File: config.mk
export PLATFORM = sky130hd
export DESIGN_NAME = pipe_hazard_ctrl
export DESIGN_NICKNAME = d
export VERILOG_FILES = /design/src/rtl/pipe_pkg.sv /design/src/rtl/md_busy_timer.sv /design/src/rtl/pipe_hazard_ctrl.sv
export SDC_FILE = /design/constraint.sdc
export NUM_CORES = 1
export LEC_CHECK = 0
export ABC_AREA = 1
export ABC_CLOCK_PERIOD_IN_PS = 1310
export BUFFER_PORTS_ARGS = -buffer_cell sky130_fd_sc_hd__buf_2
export CAP_MARGIN = 5
export CORE_MARGIN = 3
export CORE_UTILIZATION = 40
export CTS_CLUSTER_DIAMETER = 200
export DETAILED_ROUTE_END_ITERATION = 10
export PLACE_DENSITY = 0.75
export SYNTH_ARGS = -nofsm -noshare
export SYNTH_HDL_FRONTEND = slang
export SYNTH_HIERARCHICAL = 1
export SYNTH_SLANG_ARGS = --single-unit
File: constraint.sdc
create_clock -name clk -period 1.31 [get_ports clk]
set_input_delay 0.262 -clock clk [delete_from_list [all_inputs] [get_ports clk]]
set_output_delay 0.262 -clock clk [all_outputs]
set_load 0.02 [all_outputs]
File: src/rtl/pipe_pkg.sv
// Shared definitions for the pipeline hazard controller: MD timer states,
// default MD latencies and the exception vector.
package pipe_pkg;

    typedef enum logic {
        MD_IDLE = 1'b0,
        MD_BUSY = 1'b1
    } md_state_t;

    localparam int MULT_CYCLES_DEF = 5;
    localparam int DIV_CYCLES_DEF  = 10;

    localparam logic [31:0] EXC_VECTOR = 32'h0000_4180;

    function automatic int max_int(input int a, input int b);
        return (a > b) ? a : b;
    endfunction

endpackage

File: src/rtl/md_busy_timer.sv
// Multiply/divide busy timer: IDLE/BUSY FSM plus a loadable down-counter that
// holds busy for exactly MULT_CYCLES or DIV_CYCLES cycles after a start.
module md_busy_timer
    import pipe_pkg::*;
#(
    parameter int MULT_CYCLES = MULT_CYCLES_DEF,
    parameter int DIV_CYCLES  = DIV_CYCLES_DEF
) (
    input  logic clk,
    input  logic reset,
    input  logic go,
    input  logic div,
    output logic busy
);

    localparam int CW = $clog2(max_int(MULT_CYCLES, DIV_CYCLES) + 1);
    localparam logic [CW-1:0] MULT_LD = CW'(MULT_CYCLES);
    localparam logic [CW-1:0] DIV_LD  = CW'(DIV_CYCLES);

    md_state_t     state;
    logic [CW-1:0] count;

    // NOTE: sequential state uses non-blocking assignments so every register
    // samples the pre-edge values, independent of statement order.
    always_ff @(posedge clk or posedge reset) begin
        if (reset) begin
            state <= MD_IDLE;
            count <= '0;
        end else if (go) begin
            // A start while already busy reloads the count.
            state <= MD_BUSY;
            count <= div ? DIV_LD : MULT_LD;
        end else if (state == MD_BUSY) begin
            if (count <= CW'(1)) begin
                state <= MD_IDLE;
                count <= '0;
            end else begin
                count <= count - CW'(1);
            end
        end
    end

    assign busy = (state == MD_BUSY);

endmodule

File: src/rtl/pipe_hazard_ctrl.sv
// Hazard and sequencing controller for the five-stage pipeline.
// Define PIPE_HAZARD_CTRL_PERF_EN to add the stall_cnt/flush_cnt counters.
module pipe_hazard_ctrl
    import pipe_pkg::*;
#(
    parameter int MULT_CYCLES = MULT_CYCLES_DEF,
    parameter int DIV_CYCLES  = DIV_CYCLES_DEF
) (
    input  logic        clk,
    input  logic        reset,
    input  logic [4:0]  d_rs,
    input  logic [4:0]  d_rt,
    input  logic        d_rs_rd,
    input  logic        d_rt_rd,
    input  logic        d_rs_early,
    input  logic        d_rt_early,
    input  logic        d_md,
    input  logic [4:0]  e_regaddr,
    input  logic        e_regwrite,
    input  logic        e_memtoreg,
    input  logic [4:0]  m_regaddr,
    input  logic        m_memtoreg,
    input  logic        e_mdstart,
    input  logic        e_mddiv,
    input  logic        req,
    output logic        pc_en,
    output logic        fd_en,
    output logic        de_clr,
    output logic        flush,
    output logic        md_go,
`ifdef PIPE_HAZARD_CTRL_PERF_EN
    output logic [31:0] stall_cnt,
    output logic [31:0] flush_cnt,
`endif
    output logic        md_busy
);

    logic rs_hit_e, rt_hit_e, rs_hit_m, rt_hit_m;
    logic load_use, early_use, md_stall, stall;

    // $0 is hardwired to zero and never carries a dependency.
    assign rs_hit_e = (d_rs != 5'd0) && (d_rs == e_regaddr);
    assign rt_hit_e = (d_rt != 5'd0) && (d_rt == e_regaddr);
    assign rs_hit_m = (d_rs != 5'd0) && (d_rs == m_regaddr);
    assign rt_hit_m = (d_rt != 5'd0) && (d_rt == m_regaddr);

    assign load_use  = e_memtoreg & ((rs_hit_e & d_rs_rd) | (rt_hit_e & d_rt_rd));
    assign early_use = (d_rs_early & ((rs_hit_e & e_regwrite) | (rs_hit_m & m_memtoreg)))
                     | (d_rt_early & ((rt_hit_e & e_regwrite) | (rt_hit_m & m_memtoreg)));
    assign md_stall  = d_md & (md_busy | e_mdstart);
    assign stall     = load_use | early_use | md_stall;

    // A start coincident with req belongs to an instruction being flushed.
    assign md_go = e_mdstart & ~req & ~reset;

    // NOTE: every output gets a default before the priority chain, so no path
    // leaves a signal unassigned and no latch is inferred.
    always_comb begin
        pc_en  = 1'b0;
        fd_en  = 1'b0;
        de_clr = 1'b0;
        flush  = 1'b0;
        if (reset) begin
            // Pipeline registers run their own reset; hold everything low.
        end else if (req) begin
            flush = 1'b1;
            pc_en = 1'b1;
            fd_en = 1'b1;
        end else if (stall) begin
            de_clr = 1'b1;
        end else begin
            pc_en = 1'b1;
            fd_en = 1'b1;
        end
    end

    md_busy_timer #(
        .MULT_CYCLES (MULT_CYCLES),
        .DIV_CYCLES  (DIV_CYCLES)
    ) u_md_busy_timer (
        .clk   (clk),
        .reset (reset),
        .go    (md_go),
        .div   (e_mddiv),
        .busy  (md_busy)
    );

`ifdef PIPE_HAZARD_CTRL_PERF_EN
    always_ff @(posedge clk or posedge reset) begin
        if (reset) begin
            stall_cnt <= '0;
            flush_cnt <= '0;
        end else begin
            if (stall & ~req) stall_cnt <= stall_cnt + 32'd1;
            if (req)          flush_cnt <= flush_cnt + 32'd1;
        end
    end
`endif

endmodule

==> impl_metrics.sql <==
INSERT INTO impl_metrics (metric_group, metric, value, unit) VALUES
('floorplanning', 'pin_count', '39', ''),
('synth', 'netlist_top_cells_area', 'nand2_1 25%, dfrtp_1 17%, nor2_1 9.1%, inv_1 8.6%, xnor2_1 8.3%', ''),
('outcome', 'failed_checks', 'negative setup slack', ''),
('place', 'io_buffers', '38', ''),
('outcome', 'status', 'finished, violations left', ''),
('global_routing', 'global_route_wire_length_before_repair', '3280', 'µm'),
('cts', 'ctsHtreeMaxLevel', '1', ''),
('floorplanning', 'die_area', '2400', 'µm²'),
('drt', 'drt_first_pass_iters', '4', ''),
('cts', 'clkLatencyLatePin', '0.23', 'ns'),
('drt', 'first_iter_violations', '14', ''),
('setup_path', 'worstPathMaxFanout', '4', ''),
('drt', 'antenna_violating_nets_post_route', '0', ''),
('synth', 'number_of_enable_type_register_cells_in_the_synthesized_netlist', '0', ''),
('drt', 'detail_route.vias_per_cell', '4.77', ''),
('sta', 'slew_headroom', '81.7', '%'),
('synth', 'yosysSeqAreaShare', '16.9', '%'),
('drt', 'drc_violations_left', '0', ''),
('sta', 'timing.final.setup_violations', '3', ''),
('synth', 'syn_avg_cell_area', '5.49', 'µm²'),
('synth', 'ys_dominant_reg_cell', 'dfrtp_1', ''),
('layout', 'num_antenna_cells', '0', ''),
('layout', 'fin_util', '73.2', '%'),
('floorplanning', 'die_height', '49.0', 'µm'),
('place', 'gp_routability_congestion', '0.833', ''),
('cts', 'clkSinkCount', '5', ''),
('layout', 'fin_nets', '217', ''),
('setup_path', 'worst_ep_required_time', '1.05', 'ns'),
('layout', 'syn_to_final_growth', '61.0', '%'),
('setup_path', 'cell_at_the_slowest_stage_of_the_critical_path', 'nor2_4', ''),
('place', 'dpl_worst_slack', '-0.352', 'ns'),
('synth', 'ys_seq_elements', '5', ''),
('sta', 'post-route-worst-setup-slack', '-0.426', 'ns'),
('setup_path', 'criticalPathCategory', 'primary input to primary output', ''),
('global_routing', 'gr-usage-all-layers', '17.0', '%'),
('global_routing', 'number_of_global_route_vias_before_repair', '825', ''),
('synth', 'synth_top_cell_area_share', '24.8', '%'),
('drt', 'wl', '2260', 'µm'),
('cts', 'clock_tree.buffer_depth', '2', ''),
('setup_path', 'end_kind', 'primary output', ''),
('floorplanning', 'floorplan.die.width', '49.0', 'µm'),
('synth', 'syn_area', '741', 'µm²'),
('sta', 'final.period_utilization', '133', '%'),
('power', 'ir_drop_worst_case_vdd', '0.521', 'mV'),
('global_routing', 'grt_start_max_net_pins', '6', ''),
('sta', 'worst_slew_pin_slew', '0.273', 'ns'),
('worst_hold_path', 'hold_class', 'primary input to flop', ''),
('synth', 'synthesized_netlist_cell_count', '135', ''),
('place', 'detailedPlacementHpwl', '1650', 'µm'),
('sta', 'setup_repair_after_global_routing_missed_its_margin', 'true', ''),
('synth', 'synth_common_cells', '49 x nand2_1, 18 x nor2_1, 17 x inv_1', ''),
('synth', 'synth_nets', '170', ''),
('setup_path', 'crit_path_max_cell_delay', '0.15', 'ns'),
('layout', 'filler_cells_inserted', '147', ''),
('setup_path', 'worstSetupStartpointType', 'primary input', ''),
('sta', 'final_hold_viol_count', '0', ''),
('global_routing', 'globalRoute.totalOverflow', '0', ''),
('setup_path', 'arrival_time_of_data_at_the_critical_path_endpoint', '1.47', 'ns'),
('sta', 'achievable-frequency', '0.576', 'GHz'),
('floorplanning', 'start_util', '45.5', '%'),
('drt', 'vias', '977', ''),
('cts', 'clk_pin_slew_worst_paths', '0.04', 'ns'),
('sta', 'pins_over_slew_limit', '0', ''),
('synth', 'synthesis.yosys.warnings', '6', ''),
('job', 'cap_viol_max_count', '0', ''),
('floorplanning', 'placement_rows', '14', ''),
('cts', 'clock_root_buffer_master', 'clkbuf_4', ''),
('cts', 'tritoncts.num_buffers', '3', ''),
('global_routing', 'antenna_violations_before_repair', '0', ''),
('cts', 'cts_tree', 'yes', ''),
('synth', 'synth.most_common_cell', 'nand2_1', ''),
('power', 'power-per-cell-area', '1020', 'nW/µm²'),
('sta', 'fin_crit', '1.74', 'ns'),
('synth', 'synth_largest_area_cell', 'nand2_1', ''),
('synth', 'synthArstFlopShare', '100', '%'),
('floorplanning', 'core_region_area', '1630', 'µm²'),
('layout', 'drive_gt1_share', '39.8', '%'),
('setup_path', 'path_cells', 'buf_8 > nor2_4 > nand2_2 > nor2_4 > nor2_2 > nand2_1 > nand2_2 > nand2_1 > nand2_1 > nor2_2 > nor2_1 > nor2_2 > buf_6', ''),
('sta', 'fin_skew', '0.00232', 'ns'),
('drt', 'routedWlPerCell', '11.0', 'µm'),
('synth', 'synth_cell_type_count', '20', ''),
('power', 'leakage', '0.000650', 'µW');
## layer usage
| layer | global-route usage [%] | share of wire, % |
|---|---|---|
| met3 | 2.75 | 5.9 |
| met2 | 31.0 | 51 |
| met1 | 18.9 | 40 |
| met5 | 0 | 0 |
| met4 | 8.53 | 2.3 |
## cell type report
type | instances | area (µm²) | area share (%)
flip-flops and latches | 5 | 125 | 10.5
well taps | 24 | 30.0 | 2.52
clock buffers | 4 | 26.3 | 2.20
repair buffers | 43 | 340 | 28.5
inverters | 20 | 80.1 | 6.72
multi-input cells | 109 | 591 | 49.5
## logic make-up (layout without fill, tap and decap cells)
kind of cell    Yosys count  in the layout  share of synthesized area, %
buf+inv                  21             67                          11.1
compound gates           10             10                          7.43
flops                     5              5                          16.9
fa+ha+maj                 2              2                          3.38
xor+xnor                 10             10                          11.8
simple gates             87             87                          49.3
## worst max-delay path: cells and delay by family
kind | cells | cell delay (ns)
buf+inv | 2 | 0.24
simple gates | 11 | 0.96
## worst paths after layout
| check | cells past startpoint | slack, ns | endpoint | from |
|---|---|---|---|---|
| worst min-delay path | 5 | 0.35 | u_md_busy_timer/count[3]$_DFFE_PP0P_ | e_mddiv |
| worst max register to register | 9 | 0.10 | u_md_busy_timer/count[3]$_DFFE_PP0P_ | u_md_busy_timer/count[0]$_DFFE_PP0P_ |
| min in group asynchronous | 3 | 0.52 | u_md_busy_timer/busy$_DFF_PP0_ | reset |
| max in group asynchronous | 3 | 0.62 | u_md_busy_timer/count[3]$_DFFE_PP0P_ | reset |
| worst max-delay path | 13 | -0.43 | pc_en | d_rs[1] |
| worst min register to register | 2 | 0.53 | u_md_busy_timer/count[3]$_DFFE_PP0P_ | u_md_busy_timer/count[3]$_DFFE_PP0P_ |
## power by group
group / total (µW) / switching [µW] / internal (µW)
Sequential: 291 / 62.1 / 229
Combinational: 760 / 408 / 352
Clock: 167 / 52.5 / 114
Total: 1220 / 522 / 696
## cells in the final DEF, fill, tap and decap left out, drive strengths merged
master,instances
o211ai,2
ha,2
dfrtp,5
inv,20
clkbuf,4
xor2,3
dlygate4sd3,1
or2,2
xnor2,7
nor2,24
buf,42
nand2,49
o21ai,3
nand3b,1
nand3,9
nor3,1
nand4,1
a21oi,5
## stage by stage
step / instances / cell area (µm²) / total power [µW] / setup TNS (ns) / hold WS (ns)
after detailed placement: 197 / 963 / 923 / -1.03 / 0.212
after floorplan: 135 / 747 / 720 / -0.669 / 0.0405
final: 205 / 1190 / 1220 / -1.22 / 0.355
after CTS: 203 / 1110 / 1140 / -0.938 / 0.352
after global placement: 197 / 963 / 905 / -0.983 / 0.208
after global routing: 205 / 1190 / 1340 / -1.46 / 0.391
## sequential cells by signal, indices dropped and copies added (netlist names)
name / cells
u_md_busy_timer/count: 4
u_md_busy_timer/busy: 1
## timing repair
action,CTS,global route
endpoints found under the setup margin,3,6
endpoints found under the hold margin,5,0
buffers inserted,1,2
hold buffers,1,0
pin swaps,14,14
cloned,0,0
gates resized for setup,32,17
Note: power is estimated with default switching activity, not from simulation.
